$ cat src/rtl/proc_seq_pkg.sv
// Shared definitions for the proc instruction sequencer: state encoding,
// opcode constants and watchdog sizing.
package proc_seq_pkg;

  localparam int unsigned STATE_W    = 3;
  localparam int unsigned OPC_W      = 3;
  localparam int unsigned CNT_W      = 16;
  localparam int unsigned WDOG_W     = 4;
  localparam int unsigned WDOG_LIMIT = 15;

  typedef enum logic [STATE_W-1:0] {
    S_IDLE,
    S_F1,
    S_F2,
    S_I1,
    S_I2,
    S_ISSUE,
    S_WAIT,
    S_HALT
  } seq_state_e;

  localparam logic [OPC_W-1:0] OP_MV   = 3'b000;
  localparam logic [OPC_W-1:0] OP_MVI  = 3'b001;
  localparam logic [OPC_W-1:0] OP_ADD  = 3'b010;
  localparam logic [OPC_W-1:0] OP_SUB  = 3'b011;
  localparam logic [OPC_W-1:0] OP_HALT = 3'b111;

  // Busy covers everything except the two parked states.
  function automatic logic is_active(input seq_state_e s);
    return !((s == S_IDLE) || (s == S_HALT));
  endfunction

endpackage

$ cat src/rtl/proc_sequencer.sv
// Instruction sequencer: fetches words from a synchronous program ROM and
// feeds proc's DIN with a one-cycle Run pulse, waiting for Done in between.
// Optional feature macro: PROC_SEQ_WATCHDOG_EN (bounded WAIT with Fault).
module proc_sequencer
  import proc_seq_pkg::*;
#(
  parameter int unsigned ADDR_W = 5,
  parameter int unsigned DATA_W = 9
) (
  input  logic              Clock,
  input  logic              Reset,
  input  logic              Start,
  output logic [ADDR_W-1:0] MemAddr,
  input  logic [DATA_W-1:0] MemData,
  output logic [DATA_W-1:0] DIN,
  output logic              Run,
  input  logic              Done,
  output logic              Busy,
  output logic              Halted,
  output logic [CNT_W-1:0]  InstrCount,
  output logic              Fault
);

  seq_state_e        state_q, state_d;
  logic [ADDR_W-1:0] pc_q, pc_d;
  logic [DATA_W-1:0] iword_q, iword_d;
  logic [DATA_W-1:0] imm_q, imm_d;
  logic              mvi_q, mvi_d;
  logic [CNT_W-1:0]  icnt_q, icnt_d;
  logic [DATA_W-1:0] din_q, din_d;
  logic              run_q, run_d;
  logic              busy_q, busy_d;
  logic              halted_q, halted_d;
  logic [OPC_W-1:0]  opc_c;

`ifdef PROC_SEQ_WATCHDOG_EN
  logic [WDOG_W-1:0] wdog_q, wdog_d;
  logic              fault_q, fault_d;
`endif

  assign opc_c = MemData[DATA_W-1 -: OPC_W];

  // Next-state, datapath register and registered-output computation.
  always_comb begin
    state_d = state_q;
    pc_d    = pc_q;
    iword_d = iword_q;
    imm_d   = imm_q;
    mvi_d   = mvi_q;
    icnt_d  = icnt_q;
`ifdef PROC_SEQ_WATCHDOG_EN
    wdog_d  = wdog_q;
    fault_d = fault_q;
`endif

    case (state_q)
      S_IDLE, S_HALT: begin
        if (Start) begin
          state_d = S_F1;
          pc_d    = '0;
          icnt_d  = '0;
`ifdef PROC_SEQ_WATCHDOG_EN
          fault_d = 1'b0;
`endif
        end
      end
      S_F1: state_d = S_F2;
      S_F2: begin
        iword_d = MemData;
        pc_d    = pc_q + ADDR_W'(1);
        mvi_d   = (opc_c == OP_MVI);
        if (opc_c == OP_HALT)     state_d = S_HALT;
        else if (opc_c == OP_MVI) state_d = S_I1;
        else                      state_d = S_ISSUE;
      end
      S_I1: state_d = S_I2;
      S_I2: begin
        imm_d   = MemData;
        pc_d    = pc_q + ADDR_W'(1);
        state_d = S_ISSUE;
      end
      S_ISSUE: begin
        state_d = S_WAIT;
`ifdef PROC_SEQ_WATCHDOG_EN
        wdog_d  = '0;
`endif
      end
      S_WAIT: begin
        if (Done) begin
          icnt_d  = icnt_q + CNT_W'(1);
          state_d = S_F1;
        end
`ifdef PROC_SEQ_WATCHDOG_EN
        else if (wdog_q == WDOG_W'(WDOG_LIMIT - 1)) begin
          fault_d = 1'b1;
          state_d = S_HALT;
        end else begin
          wdog_d = wdog_q + WDOG_W'(1);
        end
`endif
      end
      default: state_d = S_IDLE;
    endcase

    // Outputs are registered, so derive them from the upcoming state.
    run_d    = (state_d == S_ISSUE);
    din_d    = ((state_d == S_WAIT) && mvi_d) ? imm_d : iword_d;
    busy_d   = is_active(state_d);
    halted_d = (state_d == S_HALT);
  end

  // State, datapath and output registers with synchronous reset.
  always_ff @(posedge Clock) begin
    if (Reset) begin
      state_q  <= S_IDLE;
      pc_q     <= '0;
      iword_q  <= '0;
      imm_q    <= '0;
      mvi_q    <= 1'b0;
      icnt_q   <= '0;
      din_q    <= '0;
      run_q    <= 1'b0;
      busy_q   <= 1'b0;
      halted_q <= 1'b0;
    end else begin
      state_q  <= state_d;
      pc_q     <= pc_d;
      iword_q  <= iword_d;
      imm_q    <= imm_d;
      mvi_q    <= mvi_d;
      icnt_q   <= icnt_d;
      din_q    <= din_d;
      run_q    <= run_d;
      busy_q   <= busy_d;
      halted_q <= halted_d;
    end
  end

`ifdef PROC_SEQ_WATCHDOG_EN
  // Watchdog counter and sticky fault flag.
  always_ff @(posedge Clock) begin
    if (Reset) begin
      wdog_q  <= '0;
      fault_q <= 1'b0;
    end else begin
      wdog_q  <= wdog_d;
      fault_q <= fault_d;
    end
  end

  assign Fault = fault_q;
`else
  assign Fault = 1'b0;
`endif

  assign MemAddr    = pc_q;
  assign DIN        = din_q;
  assign Run        = run_q;
  assign Busy       = busy_q;
  assign Halted     = halted_q;
  assign InstrCount = icnt_q;

endmodule

$ cat config.mk
export PLATFORM = sky130hd
export DESIGN_NAME = proc_sequencer
export DESIGN_NICKNAME = d
export VERILOG_FILES = /design/src/rtl/proc_seq_pkg.sv /design/src/rtl/proc_sequencer.sv
export SDC_FILE = /design/constraint.sdc
export NUM_CORES = 1
export LEC_CHECK = 0
export ABC_AREA = 1
export BUFFER_PORTS_ARGS = -buffer_cell sky130_fd_sc_hd__buf_2
export CORE_UTILIZATION = 50
export DETAILED_ROUTE_END_ITERATION = 6
export PLACE_DENSITY = 0.79
export SYNTH_ARGS = -nofsm -noshare
export SYNTH_HDL_FRONTEND = slang
export SYNTH_SLANG_ARGS = --single-unit
$ cat constraint.sdc
create_clock -name Clock -period 1.55 [get_ports Clock]
set_input_delay 0.155 -clock Clock [delete_from_list [all_inputs] [get_ports Clock]]
set_output_delay 0.155 -clock Clock [all_outputs]
set_load 0.05 [all_outputs]
# After elaboration in Yosys (flattened, before gate mapping)
# Cells that the tools add are included.
[totals]
output_inout_bits = 34
reg_bits = 55
input_bits = 13
elab_cells = 51
[classes]
muxes = 14
add_sub_neg = 2
eq_ne = 14
reduce_logical = 11
[op_table]
columns = ["op", "n"]
rows = [
  ["2-to-1 mux 16 bit", 2],
  ["case mux 16 bit (2 select lines)", 1],
  ["2-to-1 mux 9 bit", 3],
  ["== test 3 bit, second input constant", 8],
  ["case mux 3 bit (7 select lines)", 1],
  ["adder 16 x 1 -> 16 bit, second input constant", 1],
  ["2-to-1 mux 3 bit", 4],
  ["case mux 5 bit (2 select lines)", 1],
  ["== test 3 x 1 -> 1 bit, second input constant", 2],
  ["== test 3 x 2 -> 1 bit, second input constant", 2],
  ["zero test 3 bit", 2],
  ["adder 5 x 1 -> 5 bit, second input constant", 1],
  ["2-to-1 mux 5 bit", 1],
  ["inequality test 2 bit, second input constant", 2],
  ["nonzero test 2 bit", 2],
  ["OR reduction 2 bit", 2],
  ["AND reduction 3 bit", 1],
  ["AND reduction 2 bit", 1],
  ["logical AND 1 bit", 1],
  ["zero test 1 bit", 1],
  ["logical OR 1 bit", 1],
  ["2-to-1 mux 1 bit", 1],
]

# Depth between registers and ports, before layout
# Gate-level depths: netlist (run 1).
[logic_depth]
word_depth = 7
depth_mapped = 9
ltp_nobuf = 9

# Worst setup path after synthesis (run 1)
# Ideal clock, no wire load.
[synth_timing]
path_type = "register to register"
from = "register icnt_q[0] (netlist: InstrCount[0])"
to = "register icnt_q[8] (netlist: InstrCount[8])"
t_arrival_ns = 1.707
stages_incl_launch_ff = 8
synth_period_minus_slack_ns = 1.771
setup_slack_ns = -0.221
required_time_ns = 1.486
path_buffers = 0
setup_ns = 0.064
cell_sequence = "dfxtp_1 -> ha_1 -> nand3_1 -> nor3b_1 -> nand2_1 -> o21ai_0 -> nand2_1 -> nor2_1"
[synth_between]
elab_chain_cells = 3
[synth_rtl]
columns = ["element", "line", "source"]
rows = [
  ["start: declaration", "proc_sequencer.sv:29", "logic [CNT_W-1:0] icnt_q, icnt_d;"],
  ["start signal: assignment", "proc_sequencer.sv:131", "icnt_q <= icnt_d;"],
  ["adder 16 x 1 -> 16 bit", "proc_sequencer.sv:90", "icnt_d = icnt_q + CNT_W'(1);"],
  ["2-to-1 mux 16 bit", "proc_sequencer.sv:89", "if (Done) begin"],
  ["case mux 16 bit (2 select lines)", "proc_sequencer.sv:56", "case (state_q)"],
]
# Every way passes these cells. The select of a mux whose other input is x is not followed.
# A chain may end at the register's enable or synchronous reset.

# Worst setup path in the final report (run 1)
[layout_timing]
from = "register state_q[0]"
to = "register din_q[5] (netlist: DIN[5])"
[layout_between]
elab_chain_cells = 6
elab_cells_between_ends = 18
[layout_rtl]
columns = ["element", "line", "source"]
rows = [
  ["start: declaration", "proc_sequencer.sv:24", "seq_state_e state_q, state_d;"],
  ["start signal: assignment", "proc_sequencer.sv:126", "state_q <= state_d;"],
  ["== test 3 bit or zero test 3 bit (tied branches)", "proc_sequencer.sv:56", ""],
  ["OR reduction 2 bit", "proc_sequencer.sv:56", ""],
  ["case mux 3 bit (7 select lines)", "proc_sequencer.sv:56", ""],
  ["== test 3 bit", "proc_sequencer.sv:107", "din_d = ((state_d == S_WAIT) && mvi_d) ? imm_d : iword_d;"],
  ["logical AND 1 bit", "proc_sequencer.sv:107", ""],
  ["2-to-1 mux 9 bit (*)", "proc_sequencer.sv:107", ""],
  ["end signal: assignment", "proc_sequencer.sv:132", "din_q <= din_d;"],
  ["end: declaration", "proc_sequencer.sv:30", "logic [DATA_W-1:0] din_q, din_d;"],
]
# Mark *: on every way between the ends. The rest lies on a longest branch, timed or not.

==> impl_metrics.json, run 1 <==
{
  "outcome": "complete, no violations",
  "syn_inst_count": 385,
  "crit_path_kind": "reg2reg",
  "finalCoreUtilization_pct": 60.78,
  "finalWeightedCongestion": 0.9058,
  "worst_setup_sp_type": "register",
  "route.detailed.drc": 0,
  "pin_count_of_the_biggest_net_entering_global_routing": 39,
  "number_of_h_tree_levels": 2,
  "ios": 47,
  "synth_flop_cell": "dfxtp_1",
  "post_synth.cell_area_avg_um2": 6.886,
  "global_route_wire_length_before_repair_um": 8976,
  "cp_data_required_time_ps": 1750,
  "post-route-min-period_ps": 1430,
  "floorplan.rows": 26,
  "timing.hold.worst.class": "in2reg",
  "ys_warns": 0,
  "design.die.area_um2": 5598,
  "netlist.top_cell.by_area": "dfxtp_1",
  "synth_enable_flop_cells": 0,
  "finalWirelength_um": 5640,
  "hpwl_um": 4086,
  "yosysMostFrequentCell": "nand2_1",
  "antenna_violating_nets_post_route": 0,
  "min_period_over_period_pct": 92.28,
  "postCtsSetupBuffers": 0,
  "timing.final.hold_violations": 0,
  "crit_path_max_fanout": 9,
  "timing.fmax_mhz": 699.1,
  "die-width_um": 74.82,
  "capturing_element_type_of_the_critical_path": "register",
  "leakagePower_uw": 0.001457,
  "critPathArrivalTime_ps": 1630,
  "power.density_cell_area_nw_per_um2": 1514,
  "syn_to_final_growth_pct": 17.08,
  "ctsLongestPathBuffers": 2,
  "drt_iter0_drc": 148,
  "cts_tree": "yes",
  "final.setup.tns_ps": 0,
  "post_synth_num_cell_types": 30,
  "layout-drive-gt1-share_pct": 20.59,
  "portBuffers": 45,
  "grtUsageTotal_pct": 20.87,
  "ctsRootBufferMaster": "clkbuf_8",
  "avgRoutedWirePerCell_um": 11.12,
  "num-fill-cells": 474,
  "floorplan.core_area_um2": 5107,
  "cap_viol_max_count": 0,
  "post-synth-top-area-fraction_pct": 41.53,
  "netlist_top_cells_count": "nand2_1, nor2_1, inv_1",
  "syn_nets": 400,
  "finalSetupViolCount": 0,
  "global_route_congestion_overflow_total": 0,
  "drv_slew": 0,
  "highest_ir_drop_seen_on_vdd_v": 0.001055,
  "cts_made_buffers": 5,
  "dr_total_vias": 2466,
  "ant_diodes": 0,
  "ctsHoldBuffers": 0,
  "rsz0062_at_grt": "false",
  "antenna_found_initial": 0,
  "synth_sequential_area_ratio_pct": 41.53,
  "asyncSetResetFlopFracSynth_pct": 0,
  "netlist_top_cells_area": "dfxtp_1, nand2_1, nor2_1, inv_1, a21oi_1",
  "via_per_inst": 4.864,
  "finish.net_count": 451,
  "final.setup_skew_ps": 11.43,
  "clk-insertion-delay-late_ps": 310,
  "chipHeight_um": 74.82,
  "first_global_vias": 2125,
  "initial_utilization_pct": 51.91,
  "syn_area_um2": 2651,
  "ys_ff_latch": 55,
  "clk_pin_slew_ps": 110,
  "first_pass_iters": 5,
  "tritoncts_num_sinks": 55
}
[path summary, 6_finish.rpt]
check | from | endpoint | slack, ps | cells after the start
setup reg to reg | state_q[0]$_SDFF_PP0_ | DIN[5]$_SDFF_PP0_ | 120 | 8
setup / recovery | state_q[0]$_SDFF_PP0_ | DIN[5]$_SDFF_PP0_ | 120 | 8
hold reg to reg | imm_q[7]$_SDFF_PP0_ | imm_q[7]$_SDFF_PP0_ | 500 | 2
hold / removal | MemData[5] | imm_q[5]$_SDFF_PP0_ | 140 | 3
[metrics by stage]
| stage | total power (uW) | instance area (um2) | cells | hold slack (ps) | worst slack, ps |
|---|---|---|---|---|---|
| 6_report | 4700 | 3104 | 507 | 139.9 | 119.7 |
| 5_1_grt | 5044 | 3104 | 507 | 171.5 | 2.408 |
| 3_3_place_gp | 3838 | 2983 | 498 | 461.8 | 72.88 |
| 4_1_cts | 4677 | 3073 | 506 | 144.5 | 66.87 |
| 3_5_place_dp | 3893 | 2983 | 498 | 468.1 | 18.65 |
| 2_1_floorplan | 3425 | 2656 | 385 | 349.7 | 0.2082 |
[repair_timing]
item,4_1_cts,5_1_grt
pin swaps,0,1
gates resized for setup,1,10
setup endpoints to repair,1,22
cloned,0,1
[where the power goes]
group / total, uW / internal (uW) / switching [uW]
clock: 786 / 316 / 470
combinational: 2060 / 624 / 1430
sequential: 1860 / 1710 / 145
total: 4700 / 2650 / 2050
[layer usage]
| metal | vias up | global-route usage (%) | share of wire (%) |
|---|---|---|---|
| met4 | 0 | 7.547 | 1.2 |
| met1 | 1106 | 24.90 | 46 |
| met2 | 50 | 37.24 | 50 |
| li1 | 1305 | - | - |
| met5 | - | 0 | 0 |
| met3 | 5 | 4.016 | 3.4 |
[critical path, cell delays in order (launching register included)]
cell and delay [ps]:
dfxtp_2 390, inv_2 60, nand2_1 110, nor2_4 60, nand2_1 90, o21ai_2 140
nor2_4 250, nand2_1 70, nor3b_2 150
[cell type report]
class	count	area [um2]	area share [%]
clock buffer	5	68.82	2.217
inverter	60	226.5	7.295
multi-input combinational	262	1301	41.92
clock inverter	3	20.02	0.6449
timing repair buffer	52	290.3	9.351
tap	70	87.58	2.821
sequential	55	1110	35.75
[state kept, by name (all words and copies together) (netlist names)]
register    count
InstrCount     16
DIN             9
imm_q           9
iword_q         9
MemAddr         5
state_q         3
Busy            1
Halted          1
Run             1
mvi_q           1
[cells by family (layout without fill, tap and decap cells)]
group	after synthesis	count (layout)	share of synthesized area [%]
simple gates	206	207	35.82
compound gates	51	51	10.81
buf+inv	69	120	10.43
xor+xnor	1	1	0.3304
flops	55	55	41.53
other cells	1	1	0.1414
fa+ha+maj	2	2	0.9437
[placed cells by master, fill, tap and decap left out, drive strengths merged]
master / count
nand4: 12
ha: 2
xor2: 1
or2: 2
buf: 52
o21ai: 17
dfxtp: 55
nand3: 18
nor3: 5
nand2: 95
nor3b: 9
inv: 59
clkinvlp: 2
o21bai: 3
nor2: 66
clkbuf: 5
conb: 1
clkinv: 2
o21a: 8
a21oi: 23
No activity file was read; power rests on OpenSTA's default activity.
==> run 2, diff against run 1 <==
--- a/config.mk
+++ b/config.mk
@@ -7,9 +7,9 @@
 export LEC_CHECK = 0
 export ABC_AREA = 1
 export BUFFER_PORTS_ARGS = -buffer_cell sky130_fd_sc_hd__buf_2
-export CORE_UTILIZATION = 50
+export CORE_UTILIZATION = 55
 export DETAILED_ROUTE_END_ITERATION = 6
-export PLACE_DENSITY = 0.79
+export PLACE_DENSITY = 0.85
 export SYNTH_ARGS = -nofsm -noshare
 export SYNTH_HDL_FRONTEND = slang
 export SYNTH_SLANG_ARGS = --single-unit
==> run 2 against run 1 <==
Global-route usage increased by 1.9 points. Non-clock buffer count rose by 5. Fmax down 3.5%. Utilization grew 8.8 points. Sequential cell count did not move. Highest routed layer unchanged.
==> impl_metrics.json, run 2 (synthesized netlist as in run 1, its figures left out) <==
{
  "outcome": "complete, no violations",
  "post-route-min-period_ps": 1482,
  "hold-worst-slack_ps": 133.3,
  "tritoncts_num_sinks": 55,
  "ios": 47,
  "drv_slew": 0,
  "floorplan.rows": 24,
  "global_route_congestion_overflow_total": 0,
  "crit_path_max_fanout": 6,
  "ctsHoldBuffers": 0,
  "layout-drive-gt1-share_pct": 21.77,
  "leakagePower_uw": 0.001483,
  "cp_data_required_time_ps": 1750,
  "crit_path_kind": "reg2reg",
  "die-width_um": 71.43,
  "capturing_element_type_of_the_critical_path": "register",
  "worst_setup_sp_type": "register",
  "numPlacedInstances": 480,
  "avgRoutedWirePerCell_um": 11.99,
  "timing.final.hold_violations": 0,
  "final.setup.tns_ps": 0,
  "critPathBufInv": 4,
  "grtUsageTotal_pct": 22.72,
  "final.setup_skew_ps": 8.310,
  "ant_diodes": 0,
  "via_per_inst": 5.229,
  "dpl-instance-area_um2": 2948,
  "cts_tree": "yes",
  "critical_path.slowest_cell": "dfxtp_4",
  "syn_to_final_growth_pct": 18.26,
  "cap_viol_max_count": 0,
  "finalWirelength_um": 5909,
  "pin_count_of_the_biggest_net_entering_global_routing": 39,
  "first_global_vias": 2268,
  "count_of_placed_standard_cells_in_the_final_layout_fillers_left_out": 493,
  "chipHeight_um": 71.43,
  "timing.hold.worst.class": "in2reg",
  "first_pass_iters": 5,
  "layout.cells.most_common": "nand2_1",
  "dr_total_vias": 2578,
  "hpwl_um": 3955,
  "timing.fmax_mhz": 674.6,
  "critical_path.top_delay_family": "buffers and inverters",
  "antenna_found_initial": 0,
  "number_of_h_tree_levels": 2,
  "floorplan.core_area_um2": 4504,
  "route.detailed.drc": 0,
  "largest_register_ff_count": 16,
  "finish.net_count": 456,
  "num-fill-cells": 356,
  "antenna_violating_nets_post_route": 0,
  "clk_pin_slew_ps": 100,
  "worstPathCellList": "inv_2, nand3_4, nor2_2, inv_1, nand2_4, buf_4, clkinvlp_2, nand2_1, a21oi_1",
  "finalWeightedCongestion": 0.8729,
  "largest_stage_delay_worst_path_ps": 380,
  "cts_made_buffers": 5,
  "finalSetupViolCount": 0,
  "highest_ir_drop_seen_on_vdd_v": 0.001130,
  "layout_common_cells": "nand2_1, nor2_1, inv_1",
  "design.die.area_um2": 5102,
  "drt_iter0_drc": 230,
  "ctsLongestPathBuffers": 2,
  "min_period_over_period_pct": 95.63,
  "portBuffers": 45,
  "critPathArrivalTime_ps": 1680,
  "final_cell_area_um2": 3136,
  "clk-insertion-delay-late_ps": 320,
  "initial_utilization_pct": 58.86,
  "ctsRootBufferMaster": "clkbuf_8",
  "global_route_wire_length_before_repair_um": 9315,
  "power.density_cell_area_nw_per_um2": 1570
}
-- run 2: power breakdown --
group          total (uW)  internal, uW  switching [uW]
registers            1870          1720             153
logic                2240           725            1520
clock network         806           319             487
total                4920          2760            2160
-- run 2: area by class of cell --
cell class	count	area, um2	share of cell area, %
sequential	55	1115	35.55
tap	52	65.06	2.075
timing repair inverter	1	5.005	0.1596
multi-input combinational	261	1308	41.70
inverter	60	229.0	7.302
clock buffer	5	68.82	2.195
clock inverter	2	17.52	0.5587
timing repair buffer	57	327.8	10.45
-- run 2: timing repair --
action                     CTS  global route
resized for setup            0            19
setup endpoints to repair    0            18
setup buffers                0             5
-- run 2: worst register-to-register path: stages (launching register included) --
cell and delay (ps):
dfxtp_4 380, inv_2 90, nand3_4 90, nor2_2 110, inv_1 90, nand2_4 110
buf_4 160, clkinvlp_2 180, nand2_1 100, a21oi_1 60
-- run 2: path summary, 6_finish.rpt --
kind | slack (ps) | to | depth (start not counted) | from
worst max-delay path | 70 | InstrCount[15]$_SDFFE_PP0P_ | 9 | state_q[0]$_SDFF_PP0_
worst min-delay path | 130 | imm_q[0]$_SDFF_PP0_ | 3 | MemData[0]
worst max register to register | 70 | InstrCount[15]$_SDFFE_PP0P_ | 9 | state_q[0]$_SDFF_PP0_
worst min register to register | 490 | imm_q[7]$_SDFF_PP0_ | 2 | imm_q[7]$_SDFF_PP0_
-- run 2: per-stage QoR --
stage               setup slack (ps)  total power [uW]  util (%)
floorplan                     0.2082              3425         -
finish                         67.66              4923     69.61
detailed placement             65.07              3852     65.44
CTS                            52.96              4642     67.36
global route                  -22.28              5226     69.61
global placement               118.3              3784     65.44
-- run 2: layer usage --
| layer | wire length [um] | vias to the layer above | global-route usage, % |
|---|---|---|---|
| met5 | 0 | - | 0 |
| met4 | 108 | 0 | 8.444 |
| met3 | 278 | 14 | 5.345 |
| met2 | 2971 | 76 | 40.21 |
| met1 | 2551 | 1168 | 26.74 |
| li1 | - | 1320 | - |
==> run 3, diff against run 2 <==
--- a/config.mk
+++ b/config.mk
@@ -9,6 +9,7 @@
 export BUFFER_PORTS_ARGS = -buffer_cell sky130_fd_sc_hd__buf_2
 export CORE_UTILIZATION = 55
 export DETAILED_ROUTE_END_ITERATION = 6
+export GPL_TIMING_DRIVEN = 0
 export PLACE_DENSITY = 0.85
 export SYNTH_ARGS = -nofsm -noshare
 export SYNTH_HDL_FRONTEND = slang
==> run 3 against run 2 <==
Clock power rose by 25%. Critical endpoint is now InstrCount[3]$_SDFFE_PP0P_. Critical path type unchanged. Clock-buffer cell count up 1. Sequential cell count unchanged. Critical path depth down 1. Largest power group unchanged. Worst hold slack improved by 6.3 ps. Sequential share of layout area fell by 0.61 points. First-iteration DRC count decreased by 27%. Clock skew down 1.8 ps.
==> impl_metrics.json, run 3 (synthesized netlist as in run 1, its figures left out) <==
{
  "global_route_wire_length_before_repair_um": 10240,
  "slew_headroom_pct": 52.03,
  "min_period_over_period_pct": 97.91,
  "cap_viol_max_count": 0,
  "avgRoutedWirePerCell_um": 12.51,
  "clk_pin_slew_ps": 100,
  "finalSetupViolCount": 0,
  "global_route_congestion_overflow_total": 0,
  "route.detailed.drc": 0,
  "layout.cells.most_common": "nand2_1",
  "antenna_found_initial": 0,
  "largest_stage_delay_worst_path_ps": 360,
  "rsz0062_at_grt": "true",
  "ctsHoldBuffers": 0,
  "finalWirelength_um": 6207,
  "slew_of_the_pin_with_the_lowest_slew_margin_ps": 719.6,
  "final.setup_skew_ps": 6.519,
  "timing.fmax_mhz": 658.9,
  "count_of_placed_standard_cells_in_the_final_layout_fillers_left_out": 496,
  "capturing_element_type_of_the_critical_path": "register",
  "hpwl_um": 4351,
  "timing.hold.worst.class": "in2reg",
  "power.density_cell_area_nw_per_um2": 1590,
  "internal_power_uw": 2918,
  "finish.net_count": 458,
  "pin_count_of_the_biggest_net_entering_global_routing": 18,
  "drv_slew": 0,
  "grtUsageTotal_pct": 25.47,
  "power.net_switching_uw": 2153,
  "finalWeightedCongestion": 0.8727,
  "switching_share_pct": 42.46,
  "first_pass_iters": 5,
  "critical_path.slowest_cell": "dfxtp_2",
  "ios": 47,
  "finalWorstSetupSlack_ps": 32.42,
  "ctsRootBufferMaster": "clkbuf_8",
  "tritoncts_num_sinks": 55,
  "ant_diodes": 0,
  "first_global_vias": 2436,
  "worstPathCellList": "nor2_2, nand2_1, nand2_1, nand2_1, nand2_4, nand2_1, or2_1, a21oi_1",
  "leakagePower_uw": 0.001512,
  "design.die.area_um2": 5102,
  "cts_tree": "yes",
  "largest_register_ff_count": 16,
  "portBuffers": 45,
  "finalCoreUtilization_pct": 70.83,
  "dr_total_vias": 2635,
  "drt_iter0_drc": 169,
  "chipHeight_um": 71.43,
  "num-fill-cells": 360,
  "timing.final.hold_violations": 0,
  "layout_common_cells": "nand2_1, inv_1, nor2_1",
  "hold-worst-slack_ps": 139.6,
  "floorplan.rows": 24,
  "via_per_inst": 5.313,
  "antenna_violating_nets_post_route": 0,
  "initial_utilization_pct": 58.86,
  "worst_path_most_repeated_cell": "nand2_1",
  "critPathArrivalTime_ps": 1760,
  "die-width_um": 71.43,
  "p_comb_share_pct": 43.0,
  "number_of_h_tree_levels": 2,
  "syn_to_final_growth_pct": 20.34,
  "post-route-min-period_ps": 1518,
  "clk-insertion-delay-late_ps": 310,
  "pwr-share-seq_pct": 37.2,
  "post-place-ws_ps": -78.29,
  "cts_made_buffers": 5,
  "layout-drive-gt1-share_pct": 23.42,
  "highest_ir_drop_seen_on_vdd_v": 0.001077,
  "numPlacedInstances": 482,
  "ctsLongestPathBuffers": 2,
  "power.clock.fraction_pct": 19.9,
  "outcome": "complete, no violations",
  "crit_path_kind": "reg2reg",
  "crit_path_max_fanout": 7,
  "cp_data_required_time_ps": 1790,
  "worst_setup_sp_type": "register",
  "design_power_total_uw": 5072,
  "floorplan.core_area_um2": 4504
}
[run 3: cell count changes in the layout (fill, tap and decap cells not counted), sizes merged]
cell      previous run  this run
buf                 57        56
bufinv               0         1
clkinvlp             2         0
clkbuf               5        10
[run 3: final cells by class]
type	instances	area, um2	area share, %
multi-input combinational	261	1335	41.84
timing repair buffer	52	277.8	8.706
sequential	55	1115	34.94
clock buffer	6	82.58	2.588
clock inverter	2	38.79	1.216
inverter	60	226.5	7.098
buffer	8	50.05	1.569
tap	52	65.06	2.039
[run 3: final timing paths]
| kind | startpoint | endpoint | slack, ps | depth (start not counted) |
|---|---|---|---|---|
| min reg2reg | imm_q[7]$_SDFF_PP0_ | imm_q[7]$_SDFF_PP0_ | 490 | 2 |
| max reg2reg | state_q[0]$_SDFF_PP0_ | InstrCount[3]$_SDFFE_PP0P_ | 30 | 8 |
| min | MemData[4] | imm_q[4]$_SDFF_PP0_ | 140 | 3 |
| max | state_q[0]$_SDFF_PP0_ | InstrCount[3]$_SDFFE_PP0P_ | 30 | 8 |
[run 3: metrics by stage]
| stage | instance area (um2) | setup TNS (ps) |
|---|---|---|
| floorplan | 2656 | 0 |
| global placement | 2947 | -110.5 |
| detailed placement | 2947 | -417.9 |
| CTS | 3083 | 0 |
| global route | 3191 | -350.8 |
| finish | 3191 | 0 |
[run 3: critical path, delay by kind of cell, from the launching register on]
| kind | cells | cell delay [ps] |
|---|---|---|
| AO/OA/AOI/OAI | 1 | 120 |
| flip-flops | 1 | 360 |
| AND/OR/NAND/NOR | 7 | 960 |
[run 3: repair_timing]
item,in CTS,in global routing
resized for setup,5,22
buffers inserted,1,6
pin swaps,1,5
setup endpoints to repair,12,25
gates cloned,0,0
[run 3: power by group through the flow]
stage	sequential, uW	combinational (uW)	clock [uW]
final	1880	2180	1010
after floorplan	2280	1140	0
after global routing	1920	2400	1090
after CTS	1870	2000	1030
after detailed placement	1890	1960	0
after global placement	1880	1890	0
[run 3: per-layer routing]
layer	up-vias	part of all wire (%)	global-route usage, %
li1	1327	-	-
met1	1206	42	30.42
met2	82	50	43.81
met3	20	4.5	4.782
met4	0	3.2	12.89
met5	-	0	0
